<file path="src/rtl/ascon_byte_loader.sv">
// ascon_byte_loader
// -----------------
// Byte-serial front end for the Ascon core. A header byte is taken in IDLE.
// Its fields are [7:6] opcode, [5:4] register index and [2:0] mode.
//   opcode 00 LOAD : the next 16 bytes are shifted into a shadow register.
//                    The shadow is then committed atomically to reg<idx>.
//   opcode 01 START: mode is latched and a one-cycle start pulse is issued.
//                    Input is then locked out for LOCK_CYCLES cycles.
//   opcode 10 NOP  : accepted, no effect.
//   opcode 11      : reserved; sets the sticky error flag.
//
// Ports
//   clk, rst          rising-edge clock, synchronous active-high reset
//   byte_valid/ready  8-bit input stream handshake (transfer = valid & ready)
//   byte_data         header or data byte
//   reg0/1/2_128b     committed operand registers
//   operation_mode    mode latched by the last accepted START header
//   operation_ready   one-cycle start pulse to the core
//   load_done         one-cycle pulse when an operand register is committed
//   err               sticky protocol error flag
module ascon_byte_loader #(
  parameter int unsigned LOCK_CYCLES = 48
) (
  input  logic         clk,
  input  logic         rst,
  input  logic         byte_valid,
  input  logic [7:0]   byte_data,
  output logic         byte_ready,
  output logic [127:0] reg0_128b,
  output logic [127:0] reg1_128b,
  output logic [127:0] reg2_128b,
  output logic [2:0]   operation_mode,
  output logic         operation_ready,
  output logic         load_done,
  output logic         err
);

  typedef enum logic [1:0] {IDLE, LOAD, START, LOCK} state_t;
  typedef enum logic [1:0] {OP_LOAD, OP_START, OP_NOP, OP_RSVD} opcode_t;

  localparam logic [7:0] LOCK_INIT = 8'(LOCK_CYCLES);

  state_t       state, state_nx;
  logic [127:0] shadow;
  logic [127:0] shadow_nx;
  logic [3:0]   byte_cnt;
  logic [1:0]   target;
  logic [7:0]   lock_cnt;

  logic         xfer;
  opcode_t      hdr_op;
  logic [1:0]   hdr_idx;
  logic [2:0]   hdr_mode;
  logic         idx_ok;
  logic         mode_ok;
  logic         last_byte;

  assign xfer      = byte_valid & byte_ready;
  assign hdr_op    = opcode_t'(byte_data[7:6]);
  assign hdr_idx   = byte_data[5:4];
  assign hdr_mode  = byte_data[2:0];
  assign idx_ok    = (hdr_idx != 2'd3);
  assign mode_ok   = (hdr_mode < 3'd6);
  assign shadow_nx = {shadow[119:0], byte_data};
  assign last_byte = (byte_cnt == 4'd15);

  // State register
  always_ff @(posedge clk) begin
    if (rst) state <= IDLE;
    else     state <= state_nx;
  end

  // Next-state logic
  always_comb begin
    state_nx = state;
    unique case (state)
      IDLE: begin
        if (xfer) begin
          if (hdr_op == OP_LOAD && idx_ok)
            state_nx = LOAD;
          else if (hdr_op == OP_START && mode_ok)
            state_nx = START;
        end
      end
      LOAD:  if (xfer && last_byte) state_nx = IDLE;
      START: state_nx = (LOCK_CYCLES == 0) ? IDLE : LOCK;
      // The counter holds LOCK_CYCLES on entry, so LOCK lasts exactly that many cycles.
      LOCK:  if (lock_cnt <= 8'd1) state_nx = IDLE;
    endcase
  end

  // State-decoded outputs
  always_comb begin
    byte_ready      = (state == IDLE) || (state == LOAD);
    operation_ready = (state == START);
  end

  // Datapath: header decode, byte assembly, commit and lock counter
  always_ff @(posedge clk) begin
    if (rst) begin
      reg0_128b      <= '0;
      reg1_128b      <= '0;
      reg2_128b      <= '0;
      shadow         <= '0;
      byte_cnt       <= '0;
      target         <= '0;
      operation_mode <= '0;
      load_done      <= 1'b0;
      err            <= 1'b0;
      lock_cnt       <= '0;
    end else begin
      load_done <= 1'b0;
      unique case (state)
        IDLE: begin
          if (xfer) begin
            unique case (hdr_op)
              OP_LOAD: begin
                if (idx_ok) begin
                  target   <= hdr_idx;
                  byte_cnt <= '0;
                end else begin
                  err <= 1'b1;
                end
              end
              OP_START: begin
                if (mode_ok) operation_mode <= hdr_mode;
                else         err            <= 1'b1;
              end
              OP_NOP:  ;
              OP_RSVD: err <= 1'b1;
            endcase
          end
        end
        LOAD: begin
          if (xfer) begin
            shadow   <= shadow_nx;
            byte_cnt <= byte_cnt + 4'd1;
            // Commit from the shifted value so the last byte lands in the same edge.
            if (last_byte) begin
              unique case (target)
                2'd0:    reg0_128b <= shadow_nx;
                2'd1:    reg1_128b <= shadow_nx;
                2'd2:    reg2_128b <= shadow_nx;
                default: ;
              endcase
              load_done <= 1'b1;
            end
          end
        end
        START: lock_cnt <= LOCK_INIT;
        LOCK:  lock_cnt <= lock_cnt - 8'd1;
      endcase
    end
  end

endmodule

</file>
<file path="config.mk">
export PLATFORM = sky130hd
export DESIGN_NAME = ascon_byte_loader
export DESIGN_NICKNAME = d
export VERILOG_FILES = /design/src/rtl/ascon_byte_loader.sv
export SDC_FILE = /design/constraint.sdc
export NUM_CORES = 1
export LEC_CHECK = 0
export ABC_AREA = 1
export BUFFER_PORTS_ARGS = -buffer_cell sky130_fd_sc_hd__buf_2
export CAP_MARGIN = 20
export CORE_MARGIN = 5
export CORE_UTILIZATION = 48
export DETAILED_ROUTE_END_ITERATION = 16
export GPL_TIMING_DRIVEN = 0
export PLACE_DENSITY = 0.76
export SETUP_SLACK_MARGIN = 0.15
export SYNTH_ARGS = -nofsm -noshare
export SYNTH_HDL_FRONTEND = slang
export SYNTH_SLANG_ARGS = --single-unit
</file>
<file path="constraint.sdc">
create_clock -name clk -period 1.4 [get_ports clk]
set_input_delay 0.42 -clock clk [delete_from_list [all_inputs] [get_ports clk]]
set_output_delay 0.42 -clock clk [all_outputs]
set_load 0.03 [all_outputs]
</file>
[After elaboration in Yosys (flattened, before gate mapping)]
Cells that the tools add are included.
Operators by class
  reductions and logical operators: 20
  multiplexer cells: 16
  $add $sub $neg: 2
  bitwise operators: 3
  magnitude comparators: 2
  equality and inequality tests: 18
Operators by type and width (count)
  AND reduction 4 bit: 6
  inequality test 2 bit (second input constant): 9
  2-to-1 mux 4 bit: 4
  case mux 8 bit (2 select lines): 1
  2-to-1 mux 2 bit: 5
  AND reduction 5 bit: 2
  == test 2 bit (second input constant): 4
  <= comparator 8 x 1 -> 1 bit (second input constant): 1
  case mux 2 bit (4 select lines): 1
  case mux 4 bit (2 select lines): 1
  subtractor 8 x 1 -> 8 bit (second input constant): 1
  == test 2 x 1 -> 1 bit (second input constant): 3
  zero test 2 bit: 3
  adder 4 x 1 -> 4 bit (second input constant): 1
  == test 4 bit (second input constant): 1
  nonzero test 2 bit: 2
  logical AND 1 bit: 3
  less-than comparator 3 bit (second input constant): 1
  2-to-1 mux 1 bit: 3
  inequality test 3 bit (second input constant): 1
  case mux 1 bit (3 select lines): 1
  nonzero test 3 bit: 1
  OR reduction 3 bit: 1
  inverter 1 bit: 2
  other kinds (3): 3
Storage, ports and cells
  logic and storage cells: 72
  output and inout port bits: 391
  bits of input ports: 11
  register bits after elaboration: 525

[Logic depth before layout (Yosys ltp)]
Gate-level depths: netlist of run 1.
  depth in word-level cells: 6
  gate-level depth with buffers: 9

[Worst setup path before layout of run 1]
OpenSTA, ideal clock, no wires.
  path kind: reg2reg
  start: reg state[1]
  end: reg reg0_128b[43]
  stages on the path, launching flop included: 9
  period minus slack after synthesis: 1.516 ns
  data required time: 1.280 ns
  slack: -0.116 ns
  setup time: 0.120 ns
  arrival time: 1.396 ns
  path buffers: 2
  cell sequence: dfxtp_1 > inv_2 > nand2_2 > nor2_4 > nand2_2 > inv_2 > buf_2 > buf_2 > a21oi_1
Between the ends
  cells in the longest elaborated chain, start to end: 4
  elaborated cells between the ends (all ways): 5
  classes of those cells: 1 x eq/ne; 1 x bitwise; 3 x reduce/logical
RTL lines
  start, declared: line 43  | state_t state, state_nx;
  start signal, assigned: line 70  | else state <= state_nx;
  == test 2 x 1 -> 1 bit or zero test 2 bit (tied branches): line 94  | byte_ready = (state == IDLE) || (state == LOAD);
  logical OR 1 bit *: line 94
  net byte_ready: line 28  | output logic byte_ready,
  bitwise AND 1 bit *: line 58  | assign xfer = byte_valid & byte_ready;
  AND reduction 4 bit (no line) *
  end signal, assigned: line 141  | 2'd0: reg0_128b <= shadow_nx;
  end, declared: line 29  | output logic [127:0] reg0_128b,
The timed path passes the listed nets; every way through them passes the cells marked *.
A chain may end at the register's enable or synchronous reset.

==> results of run 1 <==
==> how the worst min path moves through the flow <==
| stage | start | endpoint | cells past startpoint |
|---|---|---|---|
| final | rst | lock_cnt[1] | 2 |
| after global routing | rst | lock_cnt[1] | 2 |
| after CTS | rst | lock_cnt[1] | 2 |
| after detailed placement | reg2_128b[84] | reg2_128b[84] | 2 |
| after global placement | reg2_128b[99] | reg2_128b[99] | 2 |
| after floorplan | lock_cnt[2] | lock_cnt[2] | 2 |
==> where the power goes <==
group          total (mW)  switching (mW)  internal [mW]
logic                1.31           0.934          0.376
registers            15.3           0.168           15.1
clock network        14.5            5.90           8.57
==> cell usage after synthesis (2+ instances only) <==
cell / n
buf_6: 17
o21ai_1: 144
nor3_1: 4
nand4_1: 2
a31oi_1: 2
inv_1: 277
a21oi_2: 2
xor2_1: 3
nand3_1: 6
dfxtp_1: 525
buf_2: 78
inv_2: 4
nand2_1: 31
clkbuf_1: 67
nand2_2: 5
o21ai_0: 371
nor2_1: 49
ha_1: 3
a21oi_1: 499
==> sequential cells by signal (all words and copies together), names as in the netlist <==
name	flops
reg0_128b	128
reg1_128b	128
reg2_128b	128
shadow	120
lock_cnt	8
byte_cnt	4
operation_mode	3
state	2
target	2
err	1
load_done	1
==> cell type report <==
cell class,count,area (um^2)
inverters,282,1090
fillers,2891,12300
flip-flops and latches,525,10500
multi-input cells,1126,6590
repair buffers,458,3050
clock buffers,77,1550
well taps,511,639
diodes,2,5.00
clock inverters,16,223
plain buffers,163,1430
==> metal layers <==
metal,share of wire [%],global-route usage (%),up-vias
met4,4.2,10.5,0
met2,47,48.3,1056
met1,38,36.9,8458
met5,0,0,-
li1,-,-,8062
met3,11,7.90,188
==> what timing repair did <==
action,CTS,global route
setup endpoints to repair,907,911
buffers inserted,21,11
gates cloned,9,17
gates resized for setup,235,307
pin swaps,5,13
==> cells by family (layout without fill, tap and decap cells) <==
family / after synthesis / in the layout / synth area share, %
adders and majority gates: 3 / 3 / 0.208
xor gates and xnor gates: 3 / 3 / 0.146
AOI/OAI and AO/OA: 1020 / 1020 / 28.4
DFF: 525 / 525 / 58.3
buffers and inverters: 447 / 996 / 10.6
other: 0 / 2 / 0
and+or+nand+nor: 100 / 100 / 2.36
==> metrics by stage <==
step | utilization (%) | hold slack [ns] | TNS, ns | total power [mW] | cells
after floorplan | - | 0.457 | -3.22 | 16.3 | 2098
after global placement | 56.2 | 0.429 | -325.67 | 16.7 | 3009
after detailed placement | 56.2 | 0.434 | -339.54 | 16.7 | 3009
after CTS | 63.6 | 0.101 | -156.27 | 30.9 | 3131
after global routing | 67.1 | 0.131 | -212.67 | 31.9 | 3159
final | 67.1 | 0.131 | -164.53 | 31.0 | 3160
==> flow_summary_export.csv, run 1 <==
group,metric,value,unit
worst_setup_path,cp_data_arrival_time,2.33,ns
synthesis,synth_edf_count,0,
clock_network,path_clk_slew,0.07,ns
pwr,leakage,10.5,nW
synthesis,syn_avg_cell_area,8.60,um^2
global_routing,antenna_found_initial,1,
cells_and_area,layout_common_cells,"dfxtp_1, buf_2, a21oi_1, inv_1, o21ai_0",
die,pin_count,402,
worst_setup_path,end_kind,"flop",
synthesis,ys_async_sr_fraction,0,%
worst_setup_path,setup.worst_path.start_class,"input pin",
worst_setup_path,critPathKind,"in -> reg",
global_routing,grt_max_degree,15,
place,dp_hpwl,44700,um
synthesis,synth.top_cell.area_share,58.3,%
worst_setup_path,cp.depth,6,
job,cap_violations,0,
worst_setup_path,cp_cell_sequence,"buf_2, inv_2, clkbuf_2, clkbuf_1, o21ai_1, a21oi_1",
sta,timing.fmax,543,MHz
clock_network,cts_root_buf,"clkbuf_16",
worst_setup_path,reg2reg_from,"byte_cnt[1]",
sta,report.final.hold_viol_count,0,
die,core,37400,um^2
drt,drt-total-wl,67000,um
pwr,ir_drop,0.000909,V
drt,dr.pass1.iters,7,
sta,final-max-slew-violation-count,0,
die,fp.dieH,204,um
synthesis,yosys_warnings,0,
drt,wl_per_cell,21.2,um
global_routing,grt_pass1_vias,16900,
worst_setup_path,worstPathRequired,1.89,ns
worst_setup_path,crit_end,"reg1_128b[91]",
sta,setup-violations-final,882,
cells_and_area,final_nets,2621,
synthesis,syn-cell-area,18000,um^2
worst_setup_path,rr_worst_depth,10,
cells_and_area,fin_area,25100,um^2
global_routing,grtUsageTotal,29.2,%
clock_network,hold_buffers,0,
synthesis,syn_inst,2098,
clock_network,clock_latency,0.59,ns
cells_and_area,final_common_cell,"dfxtp_1",
run_status,violations,"setup timing",
sta,fin_skew,0.0171,ns
synthesis,synth.distinct_cells,28,
sta,rsz0062_at_grt,"yes",
pwr,p_per_area,1240,nW/um^2
synthesis,yosys.area.top_type,"dfxtp_1",
worst_hold_path,hp-class,"in -> reg",
worst_setup_path,worstSetupStartpoint,"rst",
drt,vias_per_cell,5.62,
die,dieWidth,204,um
drt,drtAntennaViolNets,0,
sta,setup_ws,-0.440,ns
worst_setup_path,max_stage_delay,0.66,ns
drt,drc,0,
drt,via_count,17800,
clock_network,cts-buffers-inserted,51,
place,dpl_cell_area,21000,um^2
synthesis,seq_area_frac_synth,58.3,%
clock_network,cts_buffer_depth,3,
synthesis,synth_fp_nets,2112,
synthesis,ys_ff_latch,525,
drt,drt_iter0_drc,1260,
worst_setup_path,crit_family,"buffers and inverters",
global_routing,overflow,0,
cells_and_area,drive_above_1_share,34.1,%
place,port_buffers,400,
sta,worst_slew_pin_slew,0.798,ns
worst_setup_path,cpMaxStageDelayCell,"clkbuf_1",
worst_setup_path,reg2reg_slack,-0.43,ns
worst_setup_path,critPathMaxFanout,10,
run_status,status,"finished, violations left",
sta,relSlewSlack,46.8,%
sta,fin_crit_sh,131,%
cells_and_area,area_delta_synth_final,39.2,%
worst_setup_path,worst_r2r_endpoint,"reg0_128b[88]",
clock_network,numClockSinks,525,
place,place_worst_setup_slack,-1.10,ns
sta,fin_crit,1.84,ns
synthesis,yosys_most_used_dff,"dfxtp_1",
die,dieArea,41600,um^2
worst_setup_path,cp_num_buf_inv,4,
clock_network,cts_max_level,2,
place,gp_congestion,0.906,
synthesis,netlist_top_cells_area,"dfxtp_1, a21oi_1, o21ai_0, inv_1, o21ai_1",
clock_network,cts_tree,"built",
global_routing,grt_first_pass_wirelength,96100,um
die,rows,71,
die,initial_utilization,48.2,%
(Power assumes the default switching activity.)
==> run 2: changes to the inputs <==
==> constraint.sdc (replaced) <==
create_clock -name clk -period 1.4 [get_ports clk]
set_input_delay 0.42 -clock clk [delete_from_list [all_inputs] [get_ports clk]]
set_output_delay 0.42 -clock clk [all_outputs]
set_load 0.01 [all_outputs]
==> run 2 against run 1 <==
  * Die area unchanged
  * First-iteration DRC count is 1.3% higher
  * Largest power group unchanged
  * Core utilization rose by 1.7 points
  * Via count rose by 1.4%
  * Maximum frequency up 2.3%
  * Final cell count is 0.41% higher
  * Register-to-register slack improved by 0.03 ns
  * Clock power hardly changed
  * Setup slack improved by 0.041 ns
  * Worst hold slack barely moved
  * Combinational power grew 16%
  * Global-route usage grew 1.3 points
  * The run still ends with setup timing left
==> flow_summary_export.csv, run 2 (synthesized netlist as in run 1, its figures left out) <==
group,metric,value,unit
die,dieArea,41600,um^2
sta,report.final.hold_viol_count,0,
global_routing,antenna_found_initial,2,
cells_and_area,instances_no_fill,3173,
job,cap_violations,0,
drt,drc,0,
pwr,switching_share,22.8,%
run_status,violations,"setup timing",
cells_and_area,area_delta_synth_final,42.7,%
cells_and_area,layout_common_cells,"dfxtp_1, buf_2, a21oi_1, inv_1, o21ai_1",
place,place_worst_setup_slack,-0.892,ns
drt,vias_per_cell,5.67,
pwr,p_comb_share,4.9,%
global_routing,overflow,0,
sta,worst_slew_pin_slew,0.807,ns
cells_and_area,final_core_util,68.8,%
clock_network,path_clk_slew,0.07,ns
clock_network,cts_tree,"built",
clock_network,cts_buffer_depth,3,
pwr,ir_drop,0.000931,V
place,port_buffers,400,
place,numPlacedInstances,3010,
die,pin_count,402,
global_routing,grt_pass1_vias,17300,
die,dieWidth,204,um
cells_and_area,fin_area,25700,um^2
pwr,power_switching,7.11,mW
sta,rsz0062_at_grt,"yes",
worst_setup_path,end_kind,"flop",
clock_network,cts-buffers-inserted,51,
clock_network,cts_root_buf,"clkbuf_16",
pwr,leakage,10.8,nW
drt,wl_per_cell,22.1,um
worst_setup_path,critPathKind,"reg -> reg",
sta,tns,-151.76,ns
cells_and_area,drive_above_1_share,35.7,%
worst_setup_path,setup.worst_path.start_class,"flop",
sta,timing.fmax,556,MHz
pwr,internal-power,24.0,mW
run_status,status,"finished, violations left",
die,core,37400,um^2
place,gp_congestion,0.936,
sta,fin_crit,1.80,ns
sta,setup_ws,-0.399,ns
clock_network,cts_max_level,2,
die,initial_utilization,48.2,%
pwr,power,31.1,mW
drt,drt-total-wl,70200,um
pwr,p_per_area,1210,nW/um^2
cells_and_area,reg_top3,"reg0_128b x128, reg1_128b x128, reg2_128b x128",
worst_hold_path,hp-class,"in -> reg",
die,rows,71,
sta,final-max-slew-violation-count,0,
clock_network,numClockSinks,525,
global_routing,grtUsageTotal,30.5,%
global_routing,grt_max_degree,15,
sta,hold_slack,0.131,ns
sta,setup-violations-final,894,
worst_setup_path,worstPathRequired,1.90,ns
worst_setup_path,cp_data_arrival_time,2.30,ns
drt,via_count,18000,
clock_network,hold_buffers,0,
pwr,seqPwrFrac,49.1,%
place,dpl_cell_area,21000,um^2
die,fp.dieH,204,um
drt,dr.pass1.iters,8,
cells_and_area,final_common_cell,"dfxtp_1",
sta,relSlewSlack,46.2,%
pwr,pwr-share-clk,46.0,%
sta,fin_crit_sh,128,%
cells_and_area,final_nets,2637,
drt,drtAntennaViolNets,0,
sta,fin_skew,0.0158,ns
global_routing,grt_first_pass_wirelength,99800,um
drt,drt_iter0_drc,1276,
clock_network,clock_latency,0.59,ns
place,dp_hpwl,45500,um
worst_setup_path,critPathMaxFanout,7,
[run 2: changes by cell type in the layout (fill, tap and decap cells not counted), sizes merged]
cell	previous run	this run
buf	541	547
bufbuf	0	2
clkbuf	157	162
clkinv	10	13
clkinvlp	0	1
diode	2	1
inv	283	280
[run 2: worst max-delay path: stages (launching register included)]
cell and delay, ns:
dfxtp_4 0.38, buf_6 0.12, nand2_8 0.06, nor2_1 0.31, nand2_8 0.10, clkinv_8 0.10, buf_12 0.16, clkbuf_16 0.16
o21ai_0 0.10, a21oi_1 0.19
[run 2: area by class of cell]
cell class                      instances  area [um^2]
Sequential cell                       525        10500
Clock buffer                           74         1520
Buffer                                165         1570
Antenna cell                            1         2.50
Timing Repair Buffer                  472         3380
Inverter                              282         1100
Multi-Input combinational cell       1126         6790
Fill cell                            2778        11700
Tap cell                              511          639
Clock inverter                         17          220
[run 2: power by group through the flow]
stage	clock (mW)	combinational (mW)	sequential [mW]
floorplan	0	0.725	15.5
global placement	0	1.07	15.6
detailed placement	0	1.10	15.6
CTS	14.3	1.39	15.3
global route	15.0	1.63	15.3
finish	14.3	1.52	15.3
[run 2: path summary, 6_finish.rpt]
check	startpoint	slack [ns]	cells after the start	end
worst max-delay path	state[0]	-0.40	9	reg1_128b[41]
worst min-delay path	rst	0.13	2	state[1]
worst max register to register	state[0]	-0.40	9	reg1_128b[41]
worst min register to register	reg2_128b[83]	0.44	2	reg2_128b[83]
[run 2: repair_timing]
| action | 4_1_cts | 5_1_grt |
|---|---|---|
| buffers inserted | 26 | 9 |
| hold endpoints to repair | 0 | 0 |
| cloned | 16 | 20 |
| pin swaps | 46 | 15 |
| gates resized for setup | 403 | 251 |
| setup endpoints to repair | 906 | 912 |
[run 2: per-layer routing]
| metal | track usage, % | part of all wire [%] | routed length, um |
|---|---|---|---|
| met1 | 37.8 | 37 | 26200 |
| met2 | 51.3 | 48 | 33600 |
| met3 | 8.24 | 11 | 7470 |
| met4 | 10.9 | 4.1 | 2850 |
| met5 | 0 | 0 | 0 |
